===== config.mk =====
export PLATFORM = sky130hd
export DESIGN_NAME = motor_dir_sequencer_flat
export DESIGN_NICKNAME = d
export VERILOG_FILES = /design/src/rtl/motor_dir_sequencer_if.sv /design/src/rtl/motor_dir_sequencer.sv /design/src/flat_wrapper.sv
export SDC_FILE = /design/constraint.sdc
export NUM_CORES = 1
export LEC_CHECK = 0
export CORE_ASPECT_RATIO = 1.1
export CORE_UTILIZATION = 40
export DETAILED_ROUTE_END_ITERATION = 6
export GPL_TIMING_DRIVEN = 1
export HOLD_SLACK_MARGIN = 0.1
export PLACE_DENSITY_LB_ADDON = 0.08
export SLEW_MARGIN = 20
export SYNTH_ARGS = -nofsm -noshare
export SYNTH_HDL_FRONTEND = slang
export SYNTH_SLANG_ARGS = --single-unit

===== constraint.sdc =====
create_clock -name CLOCK_50 -period 2.3 [get_ports CLOCK_50]
set_clock_uncertainty 0.2 [all_clocks]
set_input_delay 0.345 -clock CLOCK_50 [delete_from_list [all_inputs] [get_ports CLOCK_50]]
set_output_delay 0.345 -clock CLOCK_50 [all_outputs]
set_load 0.01 [all_outputs]

===== src/rtl/motor_dir_sequencer_if.sv =====
// Command and drive signals between the operator controls and the motor direction sequencer.
interface motor_dir_sequencer_if;
    logic       cmd_on;
    logic       cmd_reverse;
    logic [3:0] cmd_speed;
    logic       motor_on;
    logic       motor_reverse;
    logic [1:0] state;
    logic       busy;

    modport master (
        output cmd_on, cmd_reverse, cmd_speed,
        input  motor_on, motor_reverse, state, busy
    );

    modport slave (
        input  cmd_on, cmd_reverse, cmd_speed,
        output motor_on, motor_reverse, state, busy
    );
endinterface


===== src/rtl/motor_dir_sequencer.sv =====
// H-bridge run/direction sequencer: enforces dead time between stops and reversals, with a 16-step PWM.
//
// state | meaning
// ------+-------------------------------------------------------------
// IDLE  | drive off, waiting for a run request
// RUN   | drive enabled (PWM-gated) in the latched direction
// DEAD  | drive held off for DEADTIME cycles before any restart
module motor_dir_sequencer #(
    parameter int DEADTIME = 50000,
    parameter int PWM_DIV  = 256
) (
    input  logic                  CLOCK_50,
    input  logic                  resetn,
    motor_dir_sequencer_if.slave  bus
);

    localparam int PS_W = (PWM_DIV > 1) ? $clog2(PWM_DIV) : 1;
    localparam int DT_W = $clog2(DEADTIME);

    typedef enum logic [1:0] {
        IDLE = 2'b00,
        RUN  = 2'b01,
        DEAD = 2'b10
    } state_t;

    state_t            state_q, state_d;
    logic              on_m, on_s, rev_m, rev_s;
    logic [3:0]        spd_m, spd_s;
    logic [PS_W-1:0]   presc_q;
    logic [3:0]        step_q;
    logic [3:0]        duty_q;
    logic              wrap;
    logic              pwm;
    logic [DT_W-1:0]   dead_cnt_q;
    logic              dead_done;
    logic              dir_q, dir_d;
    logic              motor_on_q, motor_on_d;

    always_ff @(posedge CLOCK_50 or negedge resetn) begin
        if (!resetn) begin
            on_m  <= 1'b0;
            on_s  <= 1'b0;
            rev_m <= 1'b0;
            rev_s <= 1'b0;
            spd_m <= 4'd0;
            spd_s <= 4'd0;
        end else begin
            on_m  <= bus.cmd_on;
            on_s  <= on_m;
            rev_m <= bus.cmd_reverse;
            rev_s <= rev_m;
            spd_m <= bus.cmd_speed;
            spd_s <= spd_m;
        end
    end

    assign wrap = (presc_q == PS_W'(PWM_DIV - 1));

    // Duty only changes at the period boundary so a PWM period is never truncated.
    always_ff @(posedge CLOCK_50 or negedge resetn) begin
        if (!resetn) begin
            presc_q <= '0;
            step_q  <= 4'd0;
            duty_q  <= 4'd0;
        end else if (wrap) begin
            presc_q <= '0;
            step_q  <= step_q + 4'd1;
            if (step_q == 4'd15) begin
                duty_q <= spd_s;
            end
        end else begin
            presc_q <= presc_q + PS_W'(1);
        end
    end

    assign pwm       = (duty_q == 4'd15) || (step_q < duty_q);
    assign dead_done = (dead_cnt_q == DT_W'(DEADTIME - 1));

    always_ff @(posedge CLOCK_50 or negedge resetn) begin
        if (!resetn) begin
            state_q    <= IDLE;
            dir_q      <= 1'b0;
            motor_on_q <= 1'b0;
            dead_cnt_q <= '0;
        end else begin
            state_q    <= state_d;
            dir_q      <= dir_d;
            motor_on_q <= motor_on_d;
            if ((state_q == DEAD) && (state_d == DEAD)) begin
                dead_cnt_q <= dead_cnt_q + DT_W'(1);
            end else begin
                dead_cnt_q <= '0;
            end
        end
    end

    // Enable is only granted while staying in RUN, so the cycle in which the
    // direction changes (entry into RUN) always has the drive off.
    always_comb begin
        state_d    = state_q;
        dir_d      = dir_q;
        motor_on_d = 1'b0;
        case (state_q)
            IDLE: begin
                if (on_s) begin
                    state_d = RUN;
                    dir_d   = rev_s;
                end
            end
            RUN: begin
                if (!on_s || (rev_s != dir_q)) begin
                    state_d = DEAD;
                end else begin
                    motor_on_d = pwm;
                end
            end
            DEAD: begin
                if (dead_done) begin
                    if (on_s) begin
                        state_d = RUN;
                        dir_d   = rev_s;
                    end else begin
                        state_d = IDLE;
                    end
                end
            end
            default: begin
                state_d = IDLE;
            end
        endcase
    end

    assign bus.motor_on      = motor_on_q;
    assign bus.motor_reverse = dir_q;
    assign bus.state         = state_q;
    assign bus.busy          = (state_q == DEAD);

endmodule


===== src/flat_wrapper.sv =====
// flat-port wrapper written by rule: the top's interface ports become plain ports
module motor_dir_sequencer_flat 
#(
    parameter int DEADTIME = 50000,
    parameter int PWM_DIV  = 256
)
  (CLOCK_50, resetn, bus_cmd_on, bus_cmd_reverse, bus_cmd_speed, bus_motor_on, bus_motor_reverse, bus_state, bus_busy);
  motor_dir_sequencer_if bus_i ();
  input  logic CLOCK_50;
  input  logic resetn;
  input wire logic [$bits(bus_i.cmd_on)-1:0] bus_cmd_on;
  input wire logic [$bits(bus_i.cmd_reverse)-1:0] bus_cmd_reverse;
  input wire logic [$bits(bus_i.cmd_speed)-1:0] bus_cmd_speed;
  output wire logic [$bits(bus_i.motor_on)-1:0] bus_motor_on;
  output wire logic [$bits(bus_i.motor_reverse)-1:0] bus_motor_reverse;
  output wire logic [$bits(bus_i.state)-1:0] bus_state;
  output wire logic [$bits(bus_i.busy)-1:0] bus_busy;
  assign bus_i.cmd_on = bus_cmd_on;
  assign bus_i.cmd_reverse = bus_cmd_reverse;
  assign bus_i.cmd_speed = bus_cmd_speed;
  assign bus_motor_on = bus_i.motor_on;
  assign bus_motor_reverse = bus_i.motor_reverse;
  assign bus_state = bus_i.state;
  assign bus_busy = bus_i.busy;
  motor_dir_sequencer #(.DEADTIME(DEADTIME), .PWM_DIV(PWM_DIV)) u_core (.CLOCK_50(CLOCK_50), .resetn(resetn), .bus(bus_i));
endmodule

Word-level counts from Yosys, hierarchy flattened
Cells that the tools add are included.
{ "classes": {"addsub": 3, "magnitude_cmp": 1, "eq_ne": 9, "n_mux": 12, "reduce_logical": 8} }
{ "op_table": {"columns": ["cell", "count"], "rows": [
  ["$add A16 B1 Y16 const B", 1],
  ["$eq A16 B16 Y1 const B", 1],
  ["$mux W16", 1],
  ["$add A8 B1 Y8 const B", 1],
  ["$eq A4 B4 Y1 const B", 2],
  ["$eq A8 B8 Y1 const B", 1],
  ["$mux W8", 1],
  ["$mux W2", 3],
  ["$pmux W2 S3", 1],
  ["$mux W1", 5],
  ["$add A4 B1 Y4 const B", 1],
  ["$eq A2 B2 Y1 const B", 2],
  ["$lt A4 B4 Y1", 1],
  ["$reduce_and A2 Y1", 2],
  ["$eq A2 B1 Y1 const B", 1],
  ["$logic_not A2 Y1", 1],
  ["$logic_or A1 B1 Y1", 2],
  ["$ne A2 B1 Y1 const B", 1],
  ["$pmux W1 S2", 1],
  ["$reduce_bool A2 Y1", 1],
  ["$logic_and A1 B1 Y1", 1],
  ["$logic_not A1 Y1", 1],
  ["$ne A1 B1 Y1", 1]
]} }
{ "word_totals": {"ff_bits": 48, "in_bits": 8, "output_inout_bits": 5, "elab_cells": 46} }

Depth between registers and ports, before layout
Gate-level depths: netlist (run 1).
{ "logic_depth": {"depth_word": 7, "ltp_mapped": 5, "depth_no_buf": 5} }

Least setup slack after synthesis (run 1)
No wires, ideal clock.
{ "synth_timing": {"path_kind": "reg2reg", "startpoint": "register u_core.dead_cnt_q[7]", "endpoint": "register u_core.dir_q (netlist: u_core.bus.motor_reverse)", "arrival_time_ps": 1825, "setup_slack_ps": 148, "path_stages_with_launch": 5, "path_buffers": 0, "path_cell_list": "dfrtp_1 > or4b_4 > o41ai_4 > nand2_1 > mux2_1"} }
{ "synth_via": {"elab_chain_len": 3} }
{ "synth_lines": {"columns": ["element", "line_no", "rtl"], "rows": [
  ["start, declared", "motor_dir_sequencer.sv:34", "logic [DT_W-1:0] dead_cnt_q;"],
  ["start signal, assigned", "motor_dir_sequencer.sv:90", "dead_cnt_q <= dead_cnt_q + DT_W'(1);"],
  ["$eq A16 B16 Y1", "motor_dir_sequencer.sv:77", "assign dead_done = (dead_cnt_q == DT_W'(DEADTIME - 1));"],
  ["$ne A2 B1 Y1 (no source line)", null, null],
  ["$reduce_and A2 Y1 (no source line)", null, null],
  ["end signal, assigned", "motor_dir_sequencer.sv:87", "dir_q <= dir_d;"],
  ["end, declared", "motor_dir_sequencer.sv:36", "logic dir_q, dir_d;"]
]} }
Every way passes these cells.
A chain may end at the register's enable or synchronous reset.

Worst setup path after layout (run 1)
{ "layout_timing": {"startpoint": "register u_core.dead_cnt_q[11]", "endpoint": "register u_core.state_q[1] (netlist: u_core.bus.state[1])"} }
{ "layout_via": {"elab_chain_len": 3} }
{ "layout_lines": {"columns": ["element", "line_no", "rtl"], "rows": [
  ["$eq A16 B16 Y1", "motor_dir_sequencer.sv:77", null],
  ["$mux W2", "motor_dir_sequencer.sv:118", "if (dead_done) begin"],
  ["$pmux W2 S3", "motor_dir_sequencer.sv:103", "case (state_q)"],
  ["via u_core.state_d[1]", "motor_dir_sequencer.sv:26", "state_t state_q, state_d;"],
  ["end signal, assigned", "motor_dir_sequencer.sv:86", "state_q <= state_d;"],
  ["end, declared", "motor_dir_sequencer.sv:26", null]
]} }
The timed path passes the listed nets, and every way through them passes these cells.

==> reports/qor.csv, run 1 <==
metric;value;unit
hp-class;flop to flop;
fill_cells;457;
place_congestion;0.7308;
ys_types;30;
cp_max_fo;16;
n_antenna_cell;0;
wl_per_cell;13.39;um
fin_setup_tns;0;ns
clk_pin_slew;0.08;ns
fmax;489.2;MHz
grt_usage;14.48;%
drtIter0Drc;70;
peakVddDrop;0.4151;mV
syn_area;2021;um2
min_period;2.044;ns
die_h;76.55;um
grt_pass1_vias;1380;
ys_ff_latch;48;
seq_area;1201;um2
row_count;26;
grt_overflow;0;
setup_viol;0;
firstDrtPassIters;4;
grt_start_max_net_pins;49;
clk_path_buf_depth;2;
maxCapViolCount;0;
cp-start-kind;flop;
ys_seq_area_share;59.44;%
cts_setup_buffers;0;
final_nets;209;
finalCritPeriodShare;88.87;%
dp_hpwl;2376;um
status;complete, no violations;
max_stage_delay;0.53;ns
min_to;u_core.spd_s[2];
layout_commonest_cell;dfrtp_1;
initial_core_util;42.54;%
r2r_cells;4;
finalHoldViolations;0;
yosysWarnings;0;
fp.dieW;69.77;um
cts.sink_count;48;
cts_resized;0;
multi_input_area;784.5;um2
total_power;0.001737;W
synth_cells;170;
maxSlewViolCount;0;
worstReg2RegStart;u_core.dead_cnt_q[11];
insertion_delay;0.30;ns
cp_slowest_cell;or4b_4;
path_class;flop to flop;
final_layout_size_suffix_gt1_share;10.71;%
synthTopCellsByArea;dfrtp_1, xnor2_1, ha_1;
numCtsBuffers;5;
io_buffers;12;
path_buf_inv;1;
antenna_found_initial;0;
clock_tree.root_cell;clkbuf_8;
rsz0062_at_grt;false;
yosys.area.top_type_share;59.44;%
drt_wl_total;3374;um
grt_pass1_wl;6044;um
cp_cell_sequence;or4b_4 > o41ai_4 > buf_4 > o21ai_0;
powerDensity;739.2;nW/um2
r2r_slack;0.26;ns
cts_max_level;2;
postCtsHoldBufs;1;
p_leak;0.9852;nW
num_vias;1289;
areaGrowthSynthToFinish;16.28;%
worst_slew_pin_slew;0.5835;ns
avgViaCountPerCell;5.115;
yosys.area.top_type;dfrtp_1;
tritoncts;yes;
drc;0;
min-delay-start;u_core.spd_m[2];
ant_nets;0;
end_kind;flop;
path_delay_family;simple AND/OR/NAND/NOR gates;
core;4750;um2
worst_r2r_endpoint;u_core.bus.state[1];
critical_path_required;2.27;ns
synth.net_count;184;
arrival;2.02;ns
final_cell_mix;dfrtp_1, nor2_1, xnor2_1, clkdlybuf4s50_1, nand2_1;
hold_depth;0;
syn_area_per_cell;11.89;um2
dieArea;5340;um2
slew_headroom;61.10;%
io_pins;13;
synthesized netlist by cell type:
cell,n
a211o_1,1
a21o_1,2
a21oi_1,3
a31oi_1,1
and2_1,2
and4_1,3
buf_2,1
clkbuf_1,1
dfrtp_1,48
ha_1,6
inv_1,7
mux2_1,1
mux2_2,5
nand2_1,10
nand2b_1,2
nand3_1,8
nand4_1,5
nand4bb_1,1
nor2_1,18
nor2b_1,3
nor3_1,4
nor4_1,6
o21ai_0,5
o31ai_1,1
o41ai_4,1
or3_1,2
or4b_4,1
or4bb_1,1
xnor2_1,16
xor2_1,5
power breakdown:
group	total (W)	switching, W	leakage [nW]	internal, W
Sequential	0.000936	0.0000433	0.622	0.000892
Clock	0.000506	0.000261	0.0455	0.000245
Combinational	0.000295	0.000145	0.318	0.000150
layout make-up:
class	instances	share of cell area [%]
flip-flops and latches	48	51.12
multi-input cells	113	33.39
repair buffers	20	7.561
clock buffers	8	3.834
well taps	56	2.982
inverters	7	1.118
kinds of logic after synthesis:
logic type      after synthesis  synth area share, %
compound gates               14                5.201
xor+xnor                     21                9.102
fa+ha+maj                     6                3.715
buf+inv                       9                1.734
flops                        48                59.44
mux                           6                3.343
simple gates                 66                17.46
state kept, by name (all words and copies together), names as in the netlist:
signal	flops
u_core.bus.motor_on	1
u_core.bus.motor_reverse	1
u_core.bus.state	2
u_core.dead_cnt_q	16
u_core.duty_q	4
u_core.on_m	1
u_core.on_s	1
u_core.presc_q	8
u_core.rev_m	1
u_core.rev_s	1
u_core.spd_m	4
u_core.spd_s	4
u_core.step_q	4
through the flow:
step	setup slack, ns	area (um2)	hold slack, ns	cells	utilization (%)
global route	0.1788	2350	0.1647	252	49.47
floorplan	0.1478	2021	-0.1506	170	-
global placement	0.2934	2250	0.1329	243	47.37
finish	0.2560	2350	0.1503	252	49.47
detailed placement	0.2568	2250	0.1358	243	47.37
CTS	0.2423	2350	0.1546	252	49.47
per-layer routing:
layer,routed length (um),share of wire (%),global-route usage (%),vias to the layer above
met1,1448,43,15.93,631
met2,1766,52,26.25,19
li1,-,-,-,634
met3,96,2.8,3.571,5
met5,0,0,0,-
met4,63,1.9,6.000,0
how the worst max path moves through the flow:
stage | start | endpoint | slack, ns | cells after the start
2_1_floorplan | u_core.dead_cnt_q[7] | u_core.bus.motor_reverse | 0.15 | 4
3_3_place_gp | u_core.dead_cnt_q[11] | u_core.bus.motor_reverse | 0.29 | 4
3_5_place_dp | u_core.dead_cnt_q[11] | u_core.bus.motor_reverse | 0.26 | 4
4_1_cts | u_core.dead_cnt_q[11] | u_core.bus.state[1] | 0.24 | 4
5_1_grt | u_core.dead_cnt_q[11] | u_core.bus.state[1] | 0.18 | 4
6_report | u_core.dead_cnt_q[11] | u_core.bus.state[1] | 0.26 | 4
No activity file was read; power rests on OpenSTA's default activity.
==> run 2, diff against run 1 <==
--- a/config.mk
+++ b/config.mk
@@ -15,3 +15,4 @@
 export SYNTH_ARGS = -nofsm -noshare
 export SYNTH_HDL_FRONTEND = slang
 export SYNTH_SLANG_ARGS = --single-unit
+export TNS_END_PERCENT = 1
==> results of run 2 <==
Same layout as run 1: the final DEF is identical, and so are final timing and power.
